## config.mk

```make
export PLATFORM = sky130hd
export DESIGN_NAME = nibble_serial_adder_ctrl
export DESIGN_NICKNAME = d
export VERILOG_FILES = /design/src/rtl/nibble_serial_adder_ctrl.sv
export SDC_FILE = /design/constraint.sdc
export NUM_CORES = 1
export LEC_CHECK = 0
export CORE_ASPECT_RATIO = 1.5
export CORE_MARGIN = 2
export CORE_UTILIZATION = 45
export CTS_CLUSTER_SIZE = 24
export DETAILED_ROUTE_END_ITERATION = 10
export GPL_ROUTABILITY_DRIVEN = 0
export PLACE_DENSITY = 0.72
export SETUP_SLACK_MARGIN = 0.5
export SLEW_MARGIN = 25
export SYNTH_ARGS = -nofsm -noshare
export SYNTH_HDL_FRONTEND = slang
export SYNTH_SLANG_ARGS = --single-unit
```

## constraint.sdc

```tcl
create_clock -name clk -period 8 [get_ports clk]
set_input_delay 1.2 -clock clk [delete_from_list [all_inputs] [get_ports clk]]
set_output_delay 1.2 -clock clk [all_outputs]
set_load 0.1 [all_outputs]
```

## src/rtl/nibble_serial_adder_ctrl.sv

```systemverilog
// Serial 32-bit adder: one shared 4-bit carry-increment slice, one nibble per clock, LSB first.
// Operands and result use valid/ready handshakes. The result carries cout and ovf flags.
module nibble_serial_adder_ctrl #(
    parameter int unsigned WIDTH = 32
) (
    input  logic             clk,
    input  logic             rst_n,
    input  logic             i_in_valid,
    output logic             o_in_ready,
    input  logic [WIDTH-1:0] i_a,
    input  logic [WIDTH-1:0] i_b,
    input  logic             i_cin,
    output logic             o_out_valid,
    input  logic             i_out_ready,
    output logic [WIDTH-1:0] o_sum,
    output logic             o_cout,
    output logic             o_ovf,
    output logic             o_busy
);

    localparam int unsigned NIB = WIDTH / 4;
    localparam int unsigned KW  = (NIB > 1) ? $clog2(NIB) : 1;

    typedef enum logic [1:0] {
        StIdle,
        StRun,
        StDone
    } state_e;

    state_e           r_state;
    logic [WIDTH-1:0] r_a;
    logic [WIDTH-1:0] r_b;
    logic [WIDTH-1:0] r_sum;
    logic [KW-1:0]    r_k;
    logic             r_carry;
    logic             r_cout;
    logic             r_ovf;

    logic [3:0] w_a_nib;
    logic [3:0] w_b_nib;
    logic [4:0] w_t;
    logic [3:0] w_nib;
    logic       w_c_inc;
    logic       w_carry_next;
    logic       w_last;
    logic       w_ovf;

    // Shared slice: carry-free nibble add, then a conditional +1 when carry is pending.
    assign w_a_nib      = r_a[{r_k, 2'b00} +: 4];
    assign w_b_nib      = r_b[{r_k, 2'b00} +: 4];
    assign w_t          = {1'b0, w_a_nib} + {1'b0, w_b_nib};
    assign w_nib        = w_t[3:0] + {3'b000, r_carry};
    assign w_c_inc      = r_carry & (w_t[3:0] == 4'hF);
    assign w_carry_next = w_t[4] | w_c_inc;
    assign w_last       = (r_k == KW'(NIB - 1));
    // On the last slice, w_nib[3] is the new sum MSB.
    assign w_ovf        = (r_a[WIDTH-1] == r_b[WIDTH-1]) & (w_nib[3] != r_a[WIDTH-1]);

    always_ff @(posedge clk or negedge rst_n) begin
        if (!rst_n) begin
            r_state <= StIdle;
            r_a     <= '0;
            r_b     <= '0;
            r_sum   <= '0;
            r_k     <= '0;
            r_carry <= 1'b0;
            r_cout  <= 1'b0;
            r_ovf   <= 1'b0;
        end else begin
            case (r_state)
                StIdle: begin
                    if (i_in_valid) begin
                        r_a     <= i_a;
                        r_b     <= i_b;
                        r_carry <= i_cin;
                        r_k     <= '0;
                        r_sum   <= '0;
                        r_state <= StRun;
                    end
                end
                StRun: begin
                    r_sum[{r_k, 2'b00} +: 4] <= w_nib;
                    r_carry                  <= w_carry_next;
                    if (w_last) begin
                        r_cout  <= w_carry_next;
                        r_ovf   <= w_ovf;
                        r_state <= StDone;
                    end else begin
                        r_k <= r_k + 1'b1;
                    end
                end
                StDone: begin
                    if (i_out_ready) begin
                        r_state <= StIdle;
                    end
                end
                default: r_state <= StIdle;
            endcase
        end
    end

    // Handshake outputs are pure decodes of the state register.
    assign o_in_ready  = (r_state == StIdle);
    assign o_out_valid = (r_state == StDone);
    assign o_busy      = (r_state != StIdle);
    assign o_sum       = r_sum;
    assign o_cout      = r_cout;
    assign o_ovf       = r_ovf;

endmodule

```

# After elaboration in Yosys (flattened, before gate mapping)
# Cells that the tools add are included.
# word_totals
regBits	104
input_bits	69
out_inout_bits	37
wordCells	49
# classes
add_sub_neg	4
n_eq_ne	10
shift	4
muxes	12
bitwise	3
n_reduce_logical	8
# op_table
op	count
$pmux W32 S2	1
$shiftx A32 B6 Y4	2
$bwmux W32	1
$mux W32	1
$shift A4 B7 Y32 const A	1
$shiftx A4 B7 Y32	1
$neg A5 Y7	1
$mux W2	3
$mux W3	2
$ne A2 B2 Y1 const B	3
$pmux W2 S3	1
$pmux W3 S2	1
$reduce_and A2 Y1	3
$reduce_and A3 Y1	2
$add A4 B4 Y5	1
$add A4 B1 Y4	1
$eq A4 B4 Y1 const B	1
$reduce_bool A2 Y1	2
$add A3 B1 Y3 const B	1
$eq A3 B3 Y1 const B	1
$and A1 B1 Y1	2
$eq A2 B1 Y1 const B	1
$eq A2 B2 Y1 const B	1
$logic_not A2 Y1	1
other kinds (6)	6

# Logic depth before layout (Yosys ltp)
# Gate-level depths: netlist of the first run.
# depth
depth_word	6
depth_mapped	12
mapped_depth_nobuf	10

# Least setup slack after synthesis of the first run
# Ideal clock, no wire load.
# synth_path
path_kind	reg2out
startpoint	register r_state[0]
endpoint	output o_busy
arrival_time_ns	2.720
required_ns	6.800
slack_ns	4.080
stages_incl_launch_ff	3
path_buffers	0
path_cell_list	dfrtp_1 > nor2_1 > inv_1
# synth_between
elab_chain_len	1
# synth_lines
item	line	source
start: declaration	30	state_e r_state;
start signal: assignment	61	r_state <= StIdle;
start signal: assignment	78	r_state <= StRun;
start signal: assignment	87	r_state <= StDone;
$reduce_bool A2 Y1	105	assign o_busy = (r_state != StIdle);
end: declaration	18	output logic o_busy
# No other way between the ends.

# Final worst setup path of the first run
# layout_path
startpoint	register r_state[0]
endpoint	output o_in_ready
# layout_between
elab_chain_len	1
# layout_lines
item	line	source
$logic_not A2 Y1	103	assign o_in_ready = (r_state == StIdle);
end: declaration	9	output logic o_in_ready,
# No other way between the ends.

==> flow_metrics.env, run 1 <==
export IMPL_final_core_util_pct=59.82
export IMPL_post_cts_buffers=0
export IMPL_async_flop_share_pct=100.0
export IMPL_n_antenna_cell=0
export IMPL_end_kind="primary output"
export IMPL_hold_slack_ns=0.5006
export IMPL_ys_warn_count=0
export IMPL_clock_fmax_mhz=285.1
export IMPL_drc=0
export IMPL_multiInputGateArea_um2=2059
export IMPL_firstDrtPassIters=4
export IMPL_cts_root_buf="clkbuf_16"
export IMPL_numClockSinks=104
export IMPL_io_buffers=105
export IMPL_final_antenna_net_count=0
export IMPL_final_cell_mix="104 x clkdlybuf4s50_1, 104 x dfrtp_1, 64 x mux2_2, 59 x nand2_1, 25 x o21ai_0"
export IMPL_yosys_area_top_type="dfrtp_1"
export IMPL_hold_viol_final=0
export IMPL_status="completed"
export IMPL_timing_rr_end="o_ovf"
export IMPL_maxCapViolCount=0
export IMPL_htreeDepth=3
export IMPL_start_util_pct=45.74
export IMPL_io_pin_count=106
export IMPL_grt_pass1_wl_mm=16.30
export IMPL_cts_tree="done"
export IMPL_finalSetupViolCount=0
export IMPL_crit_arrival_ns=2.31
export IMPL_synth_seq_cells=104
export IMPL_nets=551
export IMPL_worstReg2RegStart="r_k[1]"
export IMPL_die_area_um2=11440
export IMPL_crit_type="flip-flop to primary output"
export IMPL_layout_setup_ws_ns=4.492
export IMPL_preCtsSetupSlack_ns=4.576
export IMPL_ff_latch_area_um2=2603
export IMPL_postSynthAreaPerCell_um2=12.91
export IMPL_synth_area_leaders="dfrtp_1 55%, mux2_2 15%, mux4_2 7.6%"
export IMPL_rsz0062_at_grt="false"
export IMPL_coreArea_um2=10420
export IMPL_rows=46
export IMPL_startpoint_type="flip-flop"
export IMPL_clk_path_buf_depth=2
export IMPL_syn_nets=449
export IMPL_hpwlAfterDp_mm=7.404
export IMPL_yosys_cell_types_count=40
export IMPL_r2r_slack_ns=4.60
export IMPL_synth_edf_count=0
export IMPL_period_share_pct=43.85
export IMPL_r2r_cells=10
export IMPL_cp_endpoint="o_in_ready"
export IMPL_cp_startpoint="r_state[0]"
export IMPL_nFillCells=864
export IMPL_setup_tns_ns=0
export IMPL_drt_wl_total_mm=10.16
export IMPL_antenna_found_initial=0
export IMPL_numCtsBuffers=9
export IMPL_grt_pass1_vias=3361
export IMPL_die_w_um=88.02
export IMPL_finalCriticalPeriod_ns=3.508
export IMPL_die_h_um=130.0
export IMPL_ys_seq_area_share_pct=54.62
export IMPL_hold_class="flip-flop to flip-flop"
export IMPL_clk_pin_slew_ns=0.07
export IMPL_synthesis_area_um2=4765
export IMPL_clock_latency_ns=0.35
export IMPL_drt_iter0_markers=97
export IMPL_syn_inst=369
export IMPL_required_ns=6.80
export IMPL_via_per_inst=5.244
export IMPL_ys_flop_type="dfrtp_1"
export IMPL_grt_ovfl_total=0
export IMPL_worst_path_max_fanout=7
export IMPL_slew_viol_final=0
export IMPL_hold_buffers=0
export IMPL_grt_max_degree=90
export IMPL_vias=3246
export IMPL_tightest_slew_ns=0.9762
export IMPL_slew_headroom_pct=34.71
export IMPL_wl_per_cell_um=16.42
export IMPL_area_growth_syn_to_layout_pct=30.80
export IMPL_cts_resized_gates=0
export IMPL_drive_above_1_share_pct=21.89
export IMPL_gr_usage_all_layers_pct=18.95
export IMPL_synth_top_cell_area_share_pct=54.62
export IMPL_finClkSkew_ns=0.007358
[layout make-up]
cell class | instances | area share [%]
clock buffer | 12 | 3.955
multi-input combinational | 241 | 33.05
clock inverter | 3 | 0.6826
tap | 144 | 2.891
sequential | 104 | 41.76
timing repair buffer | 108 | 17.25
inverter | 7 | 0.4216
[kinds of logic (layout without fill, tap and decap cells)]
logic type	count (synthesis)	in the layout	synth area share (%)
AND/OR/NAND/NOR	98	98	9.690
buffers and inverters	24	130	2.311
XOR/XNOR	3	3	0.8666
adder cells (fa/ha/maj)	11	11	3.046
AO/OA/AOI/OAI	38	38	4.464
flip-flops	104	104	54.62
multiplexers	91	91	25.00
[worst min-delay path by stage]
stage,cells past startpoint,from,end,slack (ns)
global placement,1,r_b[8],r_b[8],0.48
floorplan,1,r_a[24],r_a[24],0.47
finish,1,r_a[9],r_a[9],0.50
detailed placement,1,r_a[11],r_a[11],0.49
global route,1,r_a[21],r_a[21],0.52
CTS,1,r_b[9],r_b[9],0.51
[synth_stat cells (2+ instances only)]
master	number
nor2_1	5
dfrtp_1	104
nand2b_1	2
mux2_2	64
clkbuf_1	2
nand4_1	2
o21ai_0	25
nor3_1	2
nor2b_1	2
mux4_2	16
inv_1	6
a21o_1	2
buf_2	13
ha_1	10
mux2i_1	11
nand2_1	60
nand3_1	16
a21oi_1	5
[state kept, by name (all words and copies together) (netlist names)]
signal,flops
o_sum,32
r_a,32
o_ovf,1
r_k,3
r_state,2
o_cout,1
r_carry,1
r_b,32
[stage by stage]
| step | instance area, um^2 | instances |
|---|---|---|
| finish | 6232 | 619 |
| global route | 6232 | 619 |
| CTS | 6232 | 619 |
| detailed placement | 5943 | 604 |
| global placement | 5939 | 604 |
| floorplan | 4765 | 369 |
[routing by layer]
metal | up-vias | GRT usage [%] | part of all wire [%]
met4 | 0 | 9.893 | 2.8
met5 | - | 0 | 0
met2 | 86 | 34.22 | 55
met1 | 1633 | 21.31 | 39
li1 | 1510 | - | -
met3 | 17 | 2.783 | 3.1
[worst max-delay path: stages, from the launching register on]
cell and delay (ns):
dfrtp_1 0.45, nor2_1 0.31, clkdlybuf4s50_1 1.20
Power of run 1 is left out: the tool's default activity adds up to more than one toggle a clock period on the data nets, which glitch-free logic cannot reach.
==> run 2: changes to the inputs <==
clock period = 3.3 ns   (was 8 ns; I/O delays follow)
==> run 2 against run 1 <==
Die area did not move. Utilization rose by 2.5 points. Clock skew barely moved. Largest cell class unchanged. Highest routed layer unchanged.
==> flow_metrics.env, run 2 (synthesis gave the netlist of run 1 again) <==
export IMPL_rsz0062_at_grt="true"
export IMPL_grt_max_degree=69
export IMPL_io_buffers=105
export IMPL_status="completed"
export IMPL_nets=568
export IMPL_cts_tree="done"
export IMPL_vias=3308
export IMPL_r2r_slack_ns=0.40
export IMPL_htreeDepth=3
export IMPL_hold_viol_final=0
export IMPL_io_pin_count=106
export IMPL_drc=0
export IMPL_finClkSkew_ns=0.007639
export IMPL_maxCapViolCount=0
export IMPL_die_area_um2=11440
export IMPL_clk_pin_slew_ns=0.07
export IMPL_cts_root_buf="clkbuf_16"
export IMPL_slew_viol_final=0
export IMPL_n_antenna_cell=0
export IMPL_firstDrtPassIters=4
export IMPL_start_util_pct=45.74
export IMPL_die_h_um=130.0
export IMPL_die_w_um=88.02
export IMPL_setup_tns_ns=0
export IMPL_grt_pass1_vias=3459
export IMPL_antenna_found_initial=0
export IMPL_required_ns=3.53
export IMPL_grt_pass1_wl_mm=17.22
export IMPL_gr_usage_all_layers_pct=19.98
export IMPL_drt_iter0_markers=153
export IMPL_finalSetupViolCount=0
export IMPL_crit_arrival_ns=3.13
export IMPL_cp_startpoint="r_k[0]"
export IMPL_wl_per_cell_um=16.93
export IMPL_clk_path_buf_depth=2
export IMPL_r2r_cells=11
export IMPL_final_cell_mix="103 x dfrtp_1, 101 x clkdlybuf4s50_1, 64 x mux2_2, 57 x nand2_1, 20 x buf_4"
export IMPL_final_antenna_net_count=0
export IMPL_tightest_slew_ns=0.9992
export IMPL_worstReg2RegStart="r_k[0]"
export IMPL_clock_fmax_mhz=344.4
export IMPL_crit_type="flip-flop to flip-flop"
export IMPL_worst_path_max_fanout=3
export IMPL_via_per_inst=5.193
export IMPL_grt_ovfl_total=0
export IMPL_period_share_pct=87.99
export IMPL_clock_latency_ns=0.34
export IMPL_hold_class="input pin to asynchronous set/reset pin"
export IMPL_hpwlAfterDp_mm=7.647
export IMPL_hold_slack_ns=0.2694
export IMPL_slew_headroom_pct=33.18
export IMPL_cp_endpoint="o_ovf"
export IMPL_area_growth_syn_to_layout_pct=36.16
export IMPL_startpoint_type="flip-flop"
export IMPL_drt_wl_total_mm=10.78
export IMPL_coreArea_um2=10420
export IMPL_final_common_cell="dfrtp_1"
export IMPL_finalCriticalPeriod_ns=2.904
export IMPL_timing_rr_end="o_ovf"
export IMPL_numCtsBuffers=9
export IMPL_numClockSinks=104
export IMPL_end_kind="flip-flop"
export IMPL_drive_above_1_share_pct=29.01
export IMPL_rows=46
## run 2: cell types whose count changed in the layout (fill, tap and decap cells not counted), sizes merged
cell / previous run / this run
clkinv: 2 / 4
buf: 4 / 24
clkdlybuf4s50: 104 / 101
clkbuf: 12 / 10
bufinv: 1 / 2
## run 2: layer usage
metal / wire (um) / up-vias / GRT usage, %
met1: 4417 / 1658 / 24.73
met3: 382 / 16 / 4.238
met5: 0 / - / 0
li1: - / 1554 / -
met4: 199 / 0 / 6.684
met2: 5785 / 80 / 34.67
## run 2: cell type report
| type | instances | area (um^2) |
|---|---|---|
| clock buffers | 10 | 239.0 |
| repair buffers | 125 | 1232 |
| fillers | 839 | 3930 |
| flip-flops and latches | 104 | 2606 |
| multi-input cells | 241 | 2121 |
| well taps | 144 | 180.2 |
| inverters | 7 | 26.28 |
| clock inverters | 6 | 82.58 |
## run 2: how the worst min path moves through the flow
stage / startpoint / end / slack [ns]
2_1_floorplan: rst_n / o_cout / 0.20
3_3_place_gp: r_a[2] / r_a[2] / 0.48
3_5_place_dp: r_a[18] / r_a[18] / 0.49
4_1_cts: rst_n / o_sum[9] / 0.30
5_1_grt: rst_n / o_sum[9] / 0.33
6_report: rst_n / o_sum[9] / 0.27
## run 2: critical path: stages (launching register included)
cell and delay (ns):
dfrtp_4 0.50, buf_4 0.16, mux4_2 0.42, nand2_1 0.08, nand2_1 0.08, ha_2 0.20
fa_2 0.40, xor2_2 0.17, nand3_1 0.11, xnor3_2 0.28, nor3b_1 0.16, a211o_1 0.22
## run 2: what timing repair did
action	in CTS	in global routing
pin swaps	1	7
endpoints found under the setup margin	27	21
resized for setup	3	16
setup buffers	9	2
hold buffers	0	0
## run 2: metrics by stage
stage	instance area (um^2)	util, %	worst slack [ns]	cells
6_report	6487	62.27	0.3962	637
5_1_grt	6487	62.27	0.3316	637
4_1_cts	6427	61.70	0.4499	635
3_5_place_dp	6006	57.65	0.1788	610
3_3_place_gp	6006	57.65	0.3164	610
2_1_floorplan	4796	-	0.4829	369
Power of run 2 is left out for the same reason.
